==> src/rtl/bob_pkg.sv <==
// Shared types and constants for the branch order buffer.
package bob_pkg;

  localparam int PC_W  = 64;
  localparam int TYP_W = 2;

  localparam logic [TYP_W-1:0] BRTYP_COND   = 2'b00;
  localparam logic [TYP_W-1:0] BRTYP_DIRECT = 2'b01;
  localparam logic [TYP_W-1:0] BRTYP_INDIR  = 2'b10;
  localparam logic [TYP_W-1:0] BRTYP_RET    = 2'b11;

  typedef struct packed {
    logic [PC_W-1:0]  pc;
    logic [TYP_W-1:0] typ;
    logic             pdir;
    logic [PC_W-1:0]  ptar;
    logic             dir;
    logic [PC_W-1:0]  tar;
    logic             valid;
    logic             resolved;
  } bob_entry_t;

endpackage

==> src/rtl/bob_mispred_chk.sv <==
// Combinational mispredict check and redirect target for the committing entry.
module bob_mispred_chk
  import bob_pkg::*;
(
  input  bob_entry_t       ent,
  output logic             mispred,
  output logic [PC_W-1:0]  redirect_pc
);

  logic raw_s;

  // Per-type mispredict rule; only meaningful for a live, resolved entry
  always_comb begin
    raw_s = 1'b0;
    case (ent.typ)
      BRTYP_COND:             raw_s = (ent.dir != ent.pdir) | (ent.dir & (ent.tar != ent.ptar));
      BRTYP_INDIR, BRTYP_RET: raw_s = (ent.tar != ent.ptar);
      BRTYP_DIRECT:           raw_s = 1'b0;
      default:                raw_s = 1'b0;
    endcase
    mispred     = ent.valid & ent.resolved & raw_s;
    redirect_pc = ent.dir ? ent.tar : (ent.pc + 64'd4);
  end

endmodule

==> src/rtl/bob.sv <==
// Branch order buffer: in-order circular queue, out-of-order resolve, in-order retire.
// Optional feature: define BOB_STATS_EN to add saturating commit/mispredict counters.
module bob
  import bob_pkg::*;
#(
  parameter int DEPTH = 16,
  parameter int IDX_W = 4
) (
  input  logic             clock,
  input  logic             reset,
  input  logic             alloc_vld_i,
  input  logic [63:0]      alloc_brpc_i,
  input  logic [1:0]       alloc_brtyp_i,
  input  logic             alloc_pdir_i,
  input  logic [63:0]      alloc_ptar_i,
  output logic             alloc_rdy_o,
  output logic [IDX_W-1:0] alloc_tag_o,
  input  logic             rslv_vld_i,
  input  logic [IDX_W-1:0] rslv_tag_i,
  input  logic             rslv_dir_i,
  input  logic [63:0]      rslv_tar_i,
  input  logic             commit_br_i,
  output logic             brcond_vld_rt_o,
  output logic             brindir_vld_rt_o,
  output logic             brdir_rt_o,
  output logic [63:0]      brtar_rt_o,
  output logic [63:0]      brpc_rt_o,
  output logic             flush_o,
  output logic [63:0]      redirect_pc_o
`ifdef BOB_STATS_EN
  ,
  output logic [31:0]      stat_ret_o,
  output logic [31:0]      stat_mis_o
`endif
);

  localparam logic [IDX_W:0]   FULL_CNT = (IDX_W+1)'(DEPTH);
  localparam logic [IDX_W-1:0] PTR_ONE  = IDX_W'(1);

  logic [PC_W-1:0]  pc_r   [DEPTH];
  logic [TYP_W-1:0] typ_r  [DEPTH];
  logic             pdir_r [DEPTH];
  logic [PC_W-1:0]  ptar_r [DEPTH];
  logic             dir_r  [DEPTH];
  logic [PC_W-1:0]  tar_r  [DEPTH];
  logic [DEPTH-1:0] valid_r;
  logic [DEPTH-1:0] resolved_r;

  logic [IDX_W-1:0] head_r;
  logic [IDX_W-1:0] tail_r;
  logic [IDX_W:0]   count_r;

  logic             alloc_rdy_s;
  logic             alloc_fire_s;
  logic             rslv_fire_s;
  logic             commit_fire_s;
  logic             flush_fire_s;
  logic             mispred_s;
  logic [PC_W-1:0]  redirect_s;
  bob_entry_t       head_ent_s;

  logic             brcond_vld_r;
  logic             brindir_vld_r;
  logic             brdir_r;
  logic [PC_W-1:0]  brtar_r;
  logic [PC_W-1:0]  brpc_r;
  logic             flush_r;
  logic [PC_W-1:0]  redirect_pc_r;

  // Handshake qualification; all decisions use pre-edge state
  always_comb begin
    head_ent_s.pc       = pc_r[head_r];
    head_ent_s.typ      = typ_r[head_r];
    head_ent_s.pdir     = pdir_r[head_r];
    head_ent_s.ptar     = ptar_r[head_r];
    head_ent_s.dir      = dir_r[head_r];
    head_ent_s.tar      = tar_r[head_r];
    head_ent_s.valid    = valid_r[head_r];
    head_ent_s.resolved = resolved_r[head_r];
    alloc_rdy_s   = (count_r != FULL_CNT);
    commit_fire_s = commit_br_i & valid_r[head_r] & resolved_r[head_r];
    flush_fire_s  = commit_fire_s & mispred_s;
    alloc_fire_s  = alloc_vld_i & alloc_rdy_s & ~flush_fire_s;
    rslv_fire_s   = rslv_vld_i & valid_r[rslv_tag_i] & ~resolved_r[rslv_tag_i];
  end

  bob_mispred_chk u_mispred_chk (
    .ent         (head_ent_s),
    .mispred     (mispred_s),
    .redirect_pc (redirect_s)
  );

  // Entry payload storage; alloc slot is never live, so it cannot collide with a resolve
  always_ff @(posedge clock) begin
    if (alloc_fire_s) begin
      pc_r[tail_r]   <= alloc_brpc_i;
      typ_r[tail_r]  <= alloc_brtyp_i;
      pdir_r[tail_r] <= alloc_pdir_i;
      ptar_r[tail_r] <= alloc_ptar_i;
      dir_r[tail_r]  <= 1'b1;
      tar_r[tail_r]  <= alloc_ptar_i;
    end
    if (rslv_fire_s) begin
      dir_r[rslv_tag_i] <= rslv_dir_i;
      tar_r[rslv_tag_i] <= rslv_tar_i;
    end
  end

  // Pointers, occupancy and per-entry valid/resolved flags
  always_ff @(posedge clock) begin
    if (reset) begin
      head_r     <= '0;
      tail_r     <= '0;
      count_r    <= '0;
      valid_r    <= '0;
      resolved_r <= '0;
    end else if (flush_fire_s) begin
      head_r     <= head_r + PTR_ONE;
      tail_r     <= head_r + PTR_ONE;
      count_r    <= '0;
      valid_r    <= '0;
      resolved_r <= '0;
    end else begin
      if (rslv_fire_s) begin
        resolved_r[rslv_tag_i] <= 1'b1;
      end
      if (commit_fire_s) begin
        valid_r[head_r]    <= 1'b0;
        resolved_r[head_r] <= 1'b0;
        head_r             <= head_r + PTR_ONE;
      end
      if (alloc_fire_s) begin
        valid_r[tail_r]    <= 1'b1;
        resolved_r[tail_r] <= (alloc_brtyp_i == BRTYP_DIRECT);
        tail_r             <= tail_r + PTR_ONE;
      end
      case ({alloc_fire_s, commit_fire_s})
        2'b10:   count_r <= count_r + (IDX_W+1)'(1);
        2'b01:   count_r <= count_r - (IDX_W+1)'(1);
        default: count_r <= count_r;
      endcase
    end
  end

  // Registered retire port and redirect; payloads hold between pulses
  always_ff @(posedge clock) begin
    if (reset) begin
      brcond_vld_r  <= 1'b0;
      brindir_vld_r <= 1'b0;
      brdir_r       <= 1'b0;
      brtar_r       <= '0;
      brpc_r        <= '0;
      flush_r       <= 1'b0;
      redirect_pc_r <= '0;
    end else begin
      brcond_vld_r  <= commit_fire_s & (head_ent_s.typ == BRTYP_COND);
      brindir_vld_r <= commit_fire_s & head_ent_s.typ[1];
      flush_r       <= flush_fire_s;
      if (commit_fire_s) begin
        brdir_r <= head_ent_s.dir;
        brtar_r <= head_ent_s.tar;
        brpc_r  <= head_ent_s.pc;
      end
      if (flush_fire_s) begin
        redirect_pc_r <= redirect_s;
      end
    end
  end

`ifdef BOB_STATS_EN
  logic [31:0] stat_ret_r;
  logic [31:0] stat_mis_r;

  // Saturating retire and mispredict counters
  always_ff @(posedge clock) begin
    if (reset) begin
      stat_ret_r <= 32'd0;
      stat_mis_r <= 32'd0;
    end else begin
      if (commit_fire_s && (stat_ret_r != 32'hFFFF_FFFF)) begin
        stat_ret_r <= stat_ret_r + 32'd1;
      end
      if (flush_fire_s && (stat_mis_r != 32'hFFFF_FFFF)) begin
        stat_mis_r <= stat_mis_r + 32'd1;
      end
    end
  end

  assign stat_ret_o = stat_ret_r;
  assign stat_mis_o = stat_mis_r;
`endif

  assign alloc_rdy_o      = alloc_rdy_s;
  assign alloc_tag_o      = tail_r;
  assign brcond_vld_rt_o  = brcond_vld_r;
  assign brindir_vld_rt_o = brindir_vld_r;
  assign brdir_rt_o       = brdir_r;
  assign brtar_rt_o       = brtar_r;
  assign brpc_rt_o        = brpc_r;
  assign flush_o          = flush_r;
  assign redirect_pc_o    = redirect_pc_r;

endmodule

==> config.mk <==
export PLATFORM = sky130hd
export DESIGN_NAME = bob
export DESIGN_NICKNAME = d
export VERILOG_FILES = /design/src/rtl/bob_pkg.sv /design/src/rtl/bob_mispred_chk.sv /design/src/rtl/bob.sv
export SDC_FILE = /design/constraint.sdc
export NUM_CORES = 2
export LEC_CHECK = 0
export CAP_MARGIN = 20
export CORE_ASPECT_RATIO = 0.6
export CORE_MARGIN = 1.5
export CORE_UTILIZATION = 55
export DETAILED_ROUTE_END_ITERATION = 8
export PLACE_DENSITY = 0.79
export SLEW_MARGIN = 0
export SYNTH_ARGS = -nofsm -noshare
export SYNTH_HDL_FRONTEND = slang
export SYNTH_HIERARCHICAL = 1
export SYNTH_SLANG_ARGS = --single-unit
==> constraint.sdc <==
create_clock -name clock -period 21.8 [get_ports clock]
set_input_delay 6.54 -clock clock [delete_from_list [all_inputs] [get_ports clock]]
set_output_delay 6.54 -clock clock [all_outputs]
set_load 0.01 [all_outputs]
==> flow_metrics.py <==
metrics = {
    "outcome": {
        "status": "finished clean",
    },
    "route": {
        "vias": 81539,
        "vias_per_cell": 6.96,
        "antenna_left": 0,
        "dr.pass1.iters": 9,
        "route.detailed.drc": 0,
        "drt_iter0_markers": 14880,
        "wl_per_cell_um": 36.8,
        "drt_wl_total_mm": 431,
    },
    "sta": {
        "layout_min_cycle_time_ns": 11.15,
        "finalClockSkew_ns": 0.117,
        "holdWs_ns": 0.454,
        "rsz0062_at_grt": "no",
        "drv_slew": 0,
        "max_freq_mhz": 89.7,
        "setup_tns_ns": 0,
        "timing.final.setup_violations": 0,
        "fin_crit_sh_pct": 51.2,
        "worst_slew_pin_slew_ns": 1.29,
        "relSlewSlack_pct": 13.9,
        "hold_viol": 0,
    },
    "floorplanning": {
        "die_x_um": 661,
        "row_count": 144,
        "die-area_um2": 263000,
        "start_util_pct": 55.5,
        "pin_count": 406,
        "die-height_um": 398,
        "coreArea_um2": 258000,
    },
    "clocking": {
        "htree_levels": 5,
        "clk_path_buf_depth": 4,
        "cts_tree": "built",
        "clk_pin_slew_ns": 0.07,
        "cts.hold.buffers_added": 0,
        "cts_setup_buffers": 0,
        "cts.sinks": 3381,
        "post_cts_resized": 0,
        "insertion_delay_ns": 0.91,
        "cts-root-buf": "clkbuf_16",
        "numCtsBuffers": 308,
    },
    "logic_synthesis": {
        "yosys_warnings": 6,
        "ys_seq_area_share_pct": 69.2,
        "synthCells": 7690,
        "synth_edf_count": 3120,
        "synth_nets": 7907,
        "netlist_area_um2": 143000,
        "synth_top_cell_area_share_pct": 65.5,
        "synth_common_cells": "3120 x edfxtp_1, 970 x mux2_2, 918 x mux4_2, 665 x nand2_1, 360 x clkbuf_1",
        "ys_ff_latch": 3381,
        "synth_cell_types": 73,
        "synth_area_leader_cell": "edfxtp_1",
        "syn_avg_cell_area_um2": 18.6,
        "ys_top_cells_by_area": "edfxtp_1 66%, mux4_2 14%, mux2_2 7.6%, dfxtp_1 3.7%, nand2_1 1.7%",
        "yosysMostFrequentCell": "edfxtp_1",
        "synthFlopType": "edfxtp_1",
        "synth-async-reset-ratio_pct": 0,
    },
    "finish": {
        "drive_gt1_share_pct": 32.0,
        "nFillCells": 17100,
        "nNetsFinal": 8244,
        "fin_util_pct": 62.6,
        "area_growth_pct": 12.7,
    },
    "global_route": {
        "track_usage_pct": 32.4,
        "antenna_found_initial": 71,
        "grt_pass1_wl_mm": 599,
        "grt_overflow": 0,
        "grt_pass1_vias": 78968,
        "grt_max_degree": 116,
    },
    "worst_setup_path": {
        "cp.arrival_ns": 11.62,
        "crit_path_end_kind": "register",
        "worstPathRequired_ns": 22.26,
        "cp_common_cell": "buf_4",
        "path_cells": "buf_12 > buf_4 > buf_4 > buf_4 > mux4_2 > mux4_2 > xor2_1 > nor4_1 > buf_2 > nand3_1 > nor3_1 > a31oi_1 > and2_1 > o21ai_4 > buf_4 > nand4_2 > inv_8 > buf_4 > buf_4",
        "cp_max_fo": 85,
        "crit_path_top_delay_cell": "buf_4",
        "crit_type": "register to register",
        "cp-start-kind": "register",
        "max_stage_delay_ns": 0.91,
    },
    "pwr": {
        "p_leak_uw": 0.0496,
        "totalPowerFinal_uw": 13300,
        "powerDensity_nw_per_um2": 82.8,
        "peakVddDrop_mv": 0.0728,
    },
    "place": {
        "dp_hpwl_mm": 249,
        "numPortBuffers": 405,
        "gp_congestion": 0.955,
    },
    "worst_hold_path": {
        "hp-class": "register to register",
    },
    "job": {
        "cap_violations": 0,
    },
}
[layout make-up]
class	count	area (µm²)	area share, %
tap	3431	4290	2.66
clock buffer	389	8270	5.13
antenna	29	72.6	0.0450
timing repair buffer	625	6080	3.77
multi-input combinational	3670	41800	25.9
sequential	3381	98900	61.4
clock inverter	153	1530	0.951
inverter	41	249	0.154
[critical path: cells and delay by family (launching register included)]
family	cells	cell delay, ns
mux	2	1.16
compound gates	2	0.46
flops	1	0.74
buf+inv	9	6.02
xor+xnor	1	0.18
simple gates	5	1.55
[worst paths after layout]
kind	endpoint	slack, ns	depth (start not counted)	start
max	ptar_r[0][54]	10.65	19	register
min	redirect_pc_o[61]	0.45	2	redirect_pc_o[61]
max reg2reg	ptar_r[0][54]	10.65	19	register
min reg2reg	redirect_pc_o[61]	0.45	2	redirect_pc_o[61]
[registers in the layout (all words and copies together), names as in the netlist, 4 cells and up, named ones only]
signal / flops
alloc_tag_o: 4
brpc_rt_o: 64
brtar_rt_o: 64
count_r: 5
dir_r: 16
head_r: 4
pc_r: 1024
pdir_r: 16
ptar_r: 1024
redirect_pc_o: 64
resolved_r: 16
tar_r: 1024
typ_r: 32
valid_r: 16
[cells by family (layout without fill, tap and decap cells)]
group	after synthesis	in the layout	synth area share, %
AO/OA/AOI/OAI	515	515	2.10
XOR/XNOR	113	113	0.692
adder cells (fa/ha/maj)	12	12	0.105
buffers and inverters	639	1208	1.84
flip-flops	3381	3381	69.2
multiplexers	1980	1980	22.7
other	0	29	0
AND/OR/NAND/NOR	1050	1050	3.35
[where the power goes]
group | leakage [µW] | switching, µW | internal (µW)
sequential | 0.0303 | 25.5 | 7160
clock | 0.00479 | 2430 | 3030
combinational | 0.0145 | 464 | 241
[metal layers]
layer | vias up | share of wire [%] | wire length (µm) | global-route usage [%]
met2 | 6557 | 44 | 189000 | 46.3
met3 | 898 | 15 | 63500 | 10.0
li1 | 31613 | - | - | -
met5 | - | 0.092 | 397 | 0
met4 | 44 | 4.4 | 19000 | 13.5
met1 | 42427 | 37 | 159000 | 46.7
[stage by stage]
stage                     cell area (µm²)  worst slack (ns)  std cells
after global routing               161000             10.19      11706
after detailed placement           151000             10.08      11129
after CTS                          161000             10.29      11671
final                              161000             10.65      11719
after floorplan                    143000              7.16       7690
after global placement             151000             10.21      11116
[placed cells by master, fill, tap and decap left out, types with 16 or more instances in the layout]
| cell | Yosys | routed |
|---|---|---|
| edfxtp_1 | 3120 | 3120 |
| mux2_2 | 970 | 970 |
| mux4_2 | 918 | 917 |
| nand2_1 | 665 | 654 |
| clkdlybuf4s50_1 | 0 | 394 |
| clkbuf_16 | 0 | 320 |
| a21oi_1 | 290 | 269 |
| dfxtp_1 | 261 | 257 |
| buf_4 | 11 | 184 |
| mux2i_1 | 90 | 90 |
| nor2_1 | 79 | 76 |
| nor2b_1 | 73 | 73 |
| a211oi_1 | 73 | 73 |
| xor2_1 | 67 | 67 |
| clkbuf_1 | 360 | 63 |
| o21ai_0 | 60 | 58 |
| clkinv_1 | 1 | 56 |
| xnor2_1 | 46 | 46 |
| clkinv_2 | 0 | 41 |
| nand4_1 | 39 | 39 |
| nand3_1 | 38 | 38 |
| a31oi_1 | 31 | 30 |
| diode_2 | 0 | 29 |
| bufinv_16 | 0 | 28 |
| inv_1 | 38 | 26 |
| nor4_1 | 23 | 22 |
| a21oi_2 | 0 | 20 |
| or3_1 | 18 | 17 |
| or4_1 | 16 | 16 |
Power figures use the tool's default switching activity.
